$ cat src/rtl/replay_pkg.sv
// Shared definitions for the replay-buffer sampling controller: FSM state type,
// LFSR width, default seed, feedback tap positions and the LFSR step function.
package replay_pkg;

  localparam int unsigned LfsrW       = 16;
  localparam logic [15:0] LfsrSeedDef = 16'hACE1;

  // Feedback taps for x^16 + x^14 + x^13 + x^11 + 1 in a left-shifting register
  localparam int unsigned TapA = 15;
  localparam int unsigned TapB = 13;
  localparam int unsigned TapC = 12;
  localparam int unsigned TapD = 10;

  typedef enum logic [1:0] {
    StIdle,
    StDraw,
    StResp
  } state_e;

  function automatic logic [LfsrW-1:0] lfsr_step(input logic [LfsrW-1:0] s);
    return {s[LfsrW-2:0], s[TapA] ^ s[TapB] ^ s[TapC] ^ s[TapD]};
  endfunction

endpackage

$ cat src/rtl/rr_arbiter.sv
// Combinational round-robin arbiter: picks the first asserted request at or after
// ptr_i (wrapping modulo NREQ).
//  req_i  in  NREQ        request vector
//  ptr_i  in  clog2(NREQ) highest-priority position
//  gnt_o  out NREQ        one-hot grant (zero when no request)
//  id_o   out clog2(NREQ) encoded winner
//  any_o  out 1           at least one request present
module rr_arbiter #(
  parameter int unsigned NREQ = 4
) (
  input  logic [NREQ-1:0]         req_i,
  input  logic [$clog2(NREQ)-1:0] ptr_i,
  output logic [NREQ-1:0]         gnt_o,
  output logic [$clog2(NREQ)-1:0] id_o,
  output logic                    any_o
);

  localparam int unsigned IdW = $clog2(NREQ);

  logic [IdW-1:0] k;

  always_comb begin
    k     = '0;
    id_o  = '0;
    any_o = 1'b0;
    // Walk from the farthest offset down so the nearest requester wins last.
    for (int i = NREQ - 1; i >= 0; i--) begin
      k = IdW'((32'(ptr_i) + 32'(i)) % NREQ);
      if (req_i[k]) begin
        id_o  = k;
        any_o = 1'b1;
      end
    end
    gnt_o = any_o ? (NREQ'(1) << id_o) : '0;
  end

endmodule

$ cat src/rtl/replay_sample_ctrl.sv
// Shares one 16-bit LFSR between NREQ requesters that need random slot indices into
// the replay buffer. Round-robin grant, rejection sampling against fill_count, bounded
// retry with fallback to the newest entry, and seed loading while idle.
//  clk, rst      clock, asynchronous active-high reset
//  req/gnt       request levels in, one-cycle one-hot grant out
//  fill_count    valid entries in the buffer (0..2**IDX_W)
//  seed_we/seed  seed load, honoured only while seed_rdy
//  rsp_*         response held from rsp_valid until rsp_ready
module replay_sample_ctrl
  import replay_pkg::*;
#(
  parameter int unsigned NREQ     = 4,
  parameter int unsigned IDX_W    = 10,
  parameter int unsigned MAX_TRY  = 8,
  parameter logic [15:0] SEED_DEF = LfsrSeedDef
) (
  input  logic                    clk,
  input  logic                    rst,
  input  logic [NREQ-1:0]         req,
  output logic [NREQ-1:0]         gnt,
  input  logic [IDX_W:0]          fill_count,
  input  logic                    seed_we,
  input  logic [15:0]             seed,
  output logic                    seed_rdy,
  output logic                    rsp_valid,
  input  logic                    rsp_ready,
  output logic [$clog2(NREQ)-1:0] rsp_id,
  output logic [IDX_W-1:0]        rsp_idx,
  output logic                    rsp_fallback,
  output logic                    rsp_empty
);

  localparam int unsigned IdW  = $clog2(NREQ);
  localparam int unsigned TryW = $clog2(MAX_TRY + 1);

  state_e             state_q, state_d;
  logic [LfsrW-1:0]   lfsr_q, lfsr_d;
  logic [IdW-1:0]     rr_ptr_q, rr_ptr_d;
  logic [TryW-1:0]    try_cnt_q, try_cnt_d;
  logic [IdW-1:0]     id_q, id_d;
  logic [IDX_W-1:0]   idx_q, idx_d;
  logic               fb_q, fb_d;
  logic               empty_q, empty_d;

  logic [NREQ-1:0]    arb_gnt;
  logic [IdW-1:0]     arb_id;
  logic               arb_any;
  logic [LfsrW-1:0]   lfsr_nxt;
  logic [IDX_W-1:0]   cand;
  logic [IDX_W-1:0]   idx_fb;

  rr_arbiter #(
    .NREQ(NREQ)
  ) u_arb (
    .req_i(req),
    .ptr_i(rr_ptr_q),
    .gnt_o(arb_gnt),
    .id_o (arb_id),
    .any_o(arb_any)
  );

  assign lfsr_nxt = lfsr_step(lfsr_q);
  assign cand     = lfsr_nxt[IDX_W-1:0];
  // Only reached with fill_count < 2**IDX_W, so the low bits minus one are exact.
  assign idx_fb   = fill_count[IDX_W-1:0] - 1'b1;

  always_ff @(posedge clk or posedge rst) begin
    if (rst) begin
      state_q   <= StIdle;
      lfsr_q    <= SEED_DEF;
      rr_ptr_q  <= '0;
      try_cnt_q <= '0;
      id_q      <= '0;
      idx_q     <= '0;
      fb_q      <= 1'b0;
      empty_q   <= 1'b0;
    end else begin
      state_q   <= state_d;
      lfsr_q    <= lfsr_d;
      rr_ptr_q  <= rr_ptr_d;
      try_cnt_q <= try_cnt_d;
      id_q      <= id_d;
      idx_q     <= idx_d;
      fb_q      <= fb_d;
      empty_q   <= empty_d;
    end
  end

  always_comb begin
    state_d   = state_q;
    lfsr_d    = lfsr_q;
    rr_ptr_d  = rr_ptr_q;
    try_cnt_d = try_cnt_q;
    id_d      = id_q;
    idx_d     = idx_q;
    fb_d      = fb_q;
    empty_d   = empty_q;
    unique case (state_q)
      StIdle: begin
        // A seed load takes the cycle; any pending request is granted afterwards.
        if (seed_we) begin
          lfsr_d = (seed == '0) ? SEED_DEF : seed;
        end else if (arb_any) begin
          rr_ptr_d  = (arb_id == IdW'(NREQ - 1)) ? '0 : arb_id + 1'b1;
          id_d      = arb_id;
          try_cnt_d = '0;
          state_d   = StDraw;
        end
      end
      StDraw: begin
        if (fill_count == '0) begin
          empty_d = 1'b1;
          idx_d   = '0;
          state_d = StResp;
        end else begin
          lfsr_d = lfsr_nxt;
          if ({1'b0, cand} < fill_count) begin
            idx_d   = cand;
            state_d = StResp;
          end else if (32'(try_cnt_q) + 32'd1 == MAX_TRY) begin
            idx_d   = idx_fb;
            fb_d    = 1'b1;
            state_d = StResp;
          end else begin
            try_cnt_d = try_cnt_q + 1'b1;
          end
        end
      end
      StResp: begin
        if (rsp_ready) begin
          id_d    = '0;
          idx_d   = '0;
          fb_d    = 1'b0;
          empty_d = 1'b0;
          state_d = StIdle;
        end
      end
      default: state_d = StIdle;
    endcase
  end

  always_comb begin
    gnt          = (state_q == StIdle && !seed_we) ? arb_gnt : '0;
    seed_rdy     = (state_q == StIdle);
    rsp_valid    = (state_q == StResp);
    rsp_id       = id_q;
    rsp_idx      = idx_q;
    rsp_fallback = fb_q;
    rsp_empty    = empty_q;
  end

endmodule

$ cat config.mk
export PLATFORM = sky130hd
export DESIGN_NAME = replay_sample_ctrl
export DESIGN_NICKNAME = d
export VERILOG_FILES = /design/src/rtl/replay_pkg.sv /design/src/rtl/rr_arbiter.sv /design/src/rtl/replay_sample_ctrl.sv
export SDC_FILE = /design/constraint.sdc
export NUM_CORES = 1
export LEC_CHECK = 0
export CAP_MARGIN = 25
export CORE_ASPECT_RATIO = 0.5
export CORE_MARGIN = 5
export CORE_UTILIZATION = 45
export CTS_BUF_LIST = sky130_fd_sc_hd__clkbuf_4 sky130_fd_sc_hd__clkbuf_8 sky130_fd_sc_hd__clkbuf_16
export CTS_CLUSTER_DIAMETER = 200
export DETAILED_ROUTE_END_ITERATION = 7
export DONT_BUFFER_PORTS = 1
export PLACE_DENSITY = 0.68
export SYNTH_ARGS = -nofsm -noshare
export SYNTH_HDL_FRONTEND = slang
export SYNTH_SLANG_ARGS = --single-unit
$ cat constraint.sdc
create_clock -name clk -period 2.5 [get_ports clk]
set_input_delay 0.625 -clock clk [delete_from_list [all_inputs] [get_ports clk]]
set_output_delay 0.625 -clock clk [all_outputs]
set_load 0.02 [all_outputs]
==> impl_metrics.toml <==
[placement]
place_ws_ns = -0.0781
portBuffers = 0
numPlacedInstances = 360
gp_congestion = 0.859
place_hpwl_mm = 4.83

[drt]
drt_wirelength_mm = 6.35
detail_route.wl_per_cell_um = 17.2
drt-pass1-iter-count = 6
route.detailed.drc = 0
detail_route.iter0.violations = 75
avgViaCountPerCell = 5.72
route.antenna.remaining_nets = 0
detailroute.via_count = 2106

[synth]
synth_largest_type_area_fraction = 0.287
synth.distinct_cells = 50
seq_area_frac_synth = 0.367
synth_top_cells_by_area = "dfrtp_1 29%, ha_1 9.6%, dfstp_2 8.0%"
synthCells = 280
syn_nets = 335
most_used_standard_cell_by_instance_count_after_synthesis = "nand2_1"
synth_area_um2 = 2620
synth_top_cells_by_count = "40 x nand2_1, 30 x dfrtp_1, 21 x o21ai_0"
postSynthRegisterBits = 38
synth_area_per_cell_um2 = 9.36
synth-edff-count = 0
synth_async_sr_flop_share = 1.00
yosysWarningCount = 0
ys.flop_type = "dfrtp_1"
netlist.top_cell.by_area = "dfrtp_1"

[status]
status = "complete, no violations"

[clocking]
clockRootBuffer = "clkbuf_16"
clock-sinks = 38
tritoncts_clock_tree = "done"
clockBufferDepth = 2
postCtsResizedCells = 0
clk_pin_slew_ns = 0.06
tritoncts.num_buffers = 5
clkLatencyLatePin_ns = 0.28
number_of_hold_repair_buffers_added_at_the_cts_stage = 0
post_cts_buffers = 0
clock_tree.htree_level_count = 2

[worst_setup_path]
critPathSlowestCell = "dfstp_2"
slowest_delay_ns = 0.57
ff2ff_setup_slack_ns = 0.12
cp_data_required_time_ns = 2.67
cp.arrival_ns = 2.54
worst_setup_path_startpoint = "lfsr_q[6]$_DFFE_PP1P_"
path_buf_inv = 0
timing.critical_path.from_type = "flop"
critical_path.max_fanout = 6
timing.critical_path.to_type = "flop"
crit_end = "try_cnt_q[3]$_DFFE_PP0P_"
setup.worst_path.class = "reg -> reg"
r2r.worst_path.cells = 7
cp_num_cells = 7
reg_to_reg_startpoint = "lfsr_q[6]$_DFFE_PP1P_"
critical_path_cell_by_cell = "ha_1 -> nand4b_4 -> a2111o_1 -> a31o_4 -> a21oi_1 -> mux2_2 -> a22o_1"
worstReg2RegEnd = "try_cnt_q[3]$_DFFE_PP0P_"
critical_path.top_delay_family = "compound AO/OA/AOI/OAI gates"

[power]
power-per-cell-area_nw_per_um2 = 1290
pwr-share-clk = 0.170
power_frac_comb = 0.481
netSwitchingFraction = 0.438
cellLeakagePower_uw = 0.00131
power_report.internal_total_uw = 2150
sequentialPowerShare = 0.349
power.switching_uw = 1680
peakVddDrop_uv = 578

[finish]
post_layout_nonfiller_instances = 368
fill_cells = 499
area_growth_pct = 13.1
multi_input_area_um2 = 1540
n_antenna_cell = 0
post_route_cells_drive_above_1_share = 0.156
final_nets = 349
area_taken_by_flip_flops_and_latches_um2 = 961

[floorplan]
num_io_pins = 55
row_count = 19
core_area_um2 = 5560
die_area_um2 = 7540
die-width_um = 118
die_h_um = 64.0
initial_core_utilization = 0.471

[global_route]
first_global_vias = 2099
grt_antenna_before_repair = 0
wire_length_of_the_first_global_routing_pass_mm = 10.9
grt_max_degree = 39
grt.overflow.total = 0
grtUsageTotal = 0.177

[sta]
final_critical_path_setup_slack_ns = 0.123
period_minus_slack_ns = 2.38
setup_viol = 0
slew_headroom = 0.674
final_hold_viol_count = 0
fmax_ghz = 0.421
clock-skew-final_ns = 0.00585
layout_worst_path_cycle_share = 0.951
rsz0062_at_grt = "false"
slew_at_the_pin_closest_to_its_max_slew_limit_ns = 0.489
final_max_slew_viol_count = 0

[job]
cap_viol_max_count = 0

[min_path]
hold_class = "in -> async"
[cell families after synthesis]
family	after synthesis	share of synthesized area
compound gates	77	0.200
xor+xnor	10	0.0363
fa+ha+maj	20	0.0955
buf+inv	30	0.0501
flops	38	0.367
mux	20	0.0778
simple gates	85	0.173
[registers in the layout (all words and copies together), names as in the netlist]
register	cells
rr_ptr_q	2
try_cnt_q	4
rsp_id	2
lfsr_q	16
state_q	2
rsp_fallback	1
rsp_idx	10
rsp_empty	1
[power by group through the flow]
stage	clock network (uW)	registers, uW	logic, uW
CTS	659	1340	1850
global placement	0	1340	1780
detailed placement	0	1340	1840
finish	651	1330	1840
global route	692	1380	2070
floorplan	0	1260	1450
[cell usage in the layout (no fill, tap or decap), types with 2 or more instances in the layout]
| master | instances |
|---|---|
| nor3b_1 | 3 |
| inv_1 | 19 |
| nor4_1 | 6 |
| xnor2_1 | 8 |
| nand4_1 | 4 |
| nand2b_1 | 2 |
| buf_4 | 16 |
| ha_1 | 19 |
| a21oi_1 | 13 |
| nand2_1 | 40 |
| o22a_1 | 2 |
| mux2i_1 | 17 |
| o211ai_1 | 2 |
| a2bb2oi_1 | 2 |
| o2bb2ai_1 | 9 |
| o21ai_0 | 21 |
| dfstp_2 | 8 |
| dfrtp_1 | 30 |
| nor3_1 | 3 |
| a31oi_1 | 3 |
| nor2_1 | 5 |
| and3_1 | 6 |
| nor2b_1 | 4 |
| o22ai_1 | 9 |
| clkbuf_16 | 5 |
| mux2_2 | 3 |
| nand3_1 | 6 |
| a21o_1 | 2 |
| o21a_1 | 2 |
[per-layer routing]
layer / routed length, um / global-route usage
met1: 2960 / 0.235
met3: 429 / 0.0502
met5: 0 / 0
met4: 109 / 0.0615
met2: 2850 / 0.279
[stage by stage]
stage	total power (uW)	cell area, um2	TNS (ns)	hold WS, ns	utilization
after floorplan	2700	2630	0	0.451	-
after global placement	3110	2810	-0.00858	0.468	0.505
after detailed placement	3180	2810	-0.0781	0.479	0.505
after CTS	3840	2960	0	0.361	0.532
after global routing	4140	2960	0	0.397	0.533
final	3820	2960	0	0.345	0.533
[final cells by class]
| class | instances | share of cell area |
|---|---|---|
| clock buffer | 6 | 0.0469 |
| sequential | 38 | 0.324 |
| tap | 73 | 0.0308 |
| timing repair buffer | 17 | 0.0473 |
| inverter | 20 | 0.0253 |
| multi-input combinational | 212 | 0.521 |
| clock inverter | 2 | 0.00422 |
[worst min path at each step]
stage	startpoint	end	slack, ns	depth (start not counted)
6_report	rst	lfsr_q[9]$_DFFE_PP0P_	0.35	2
5_1_grt	rst	state_q[1]$_DFFE_PP0P_	0.40	2
2_1_floorplan	lfsr_q[14]$_DFFE_PP0P_	lfsr_q[14]$_DFFE_PP0P_	0.45	2
3_5_place_dp	lfsr_q[11]$_DFFE_PP1P_	lfsr_q[11]$_DFFE_PP1P_	0.48	2
4_1_cts	rst	try_cnt_q[0]$_DFFE_PP0P_	0.36	2
3_3_place_gp	lfsr_q[14]$_DFFE_PP0P_	lfsr_q[14]$_DFFE_PP0P_	0.47	2
(Power assumes the default switching activity.)
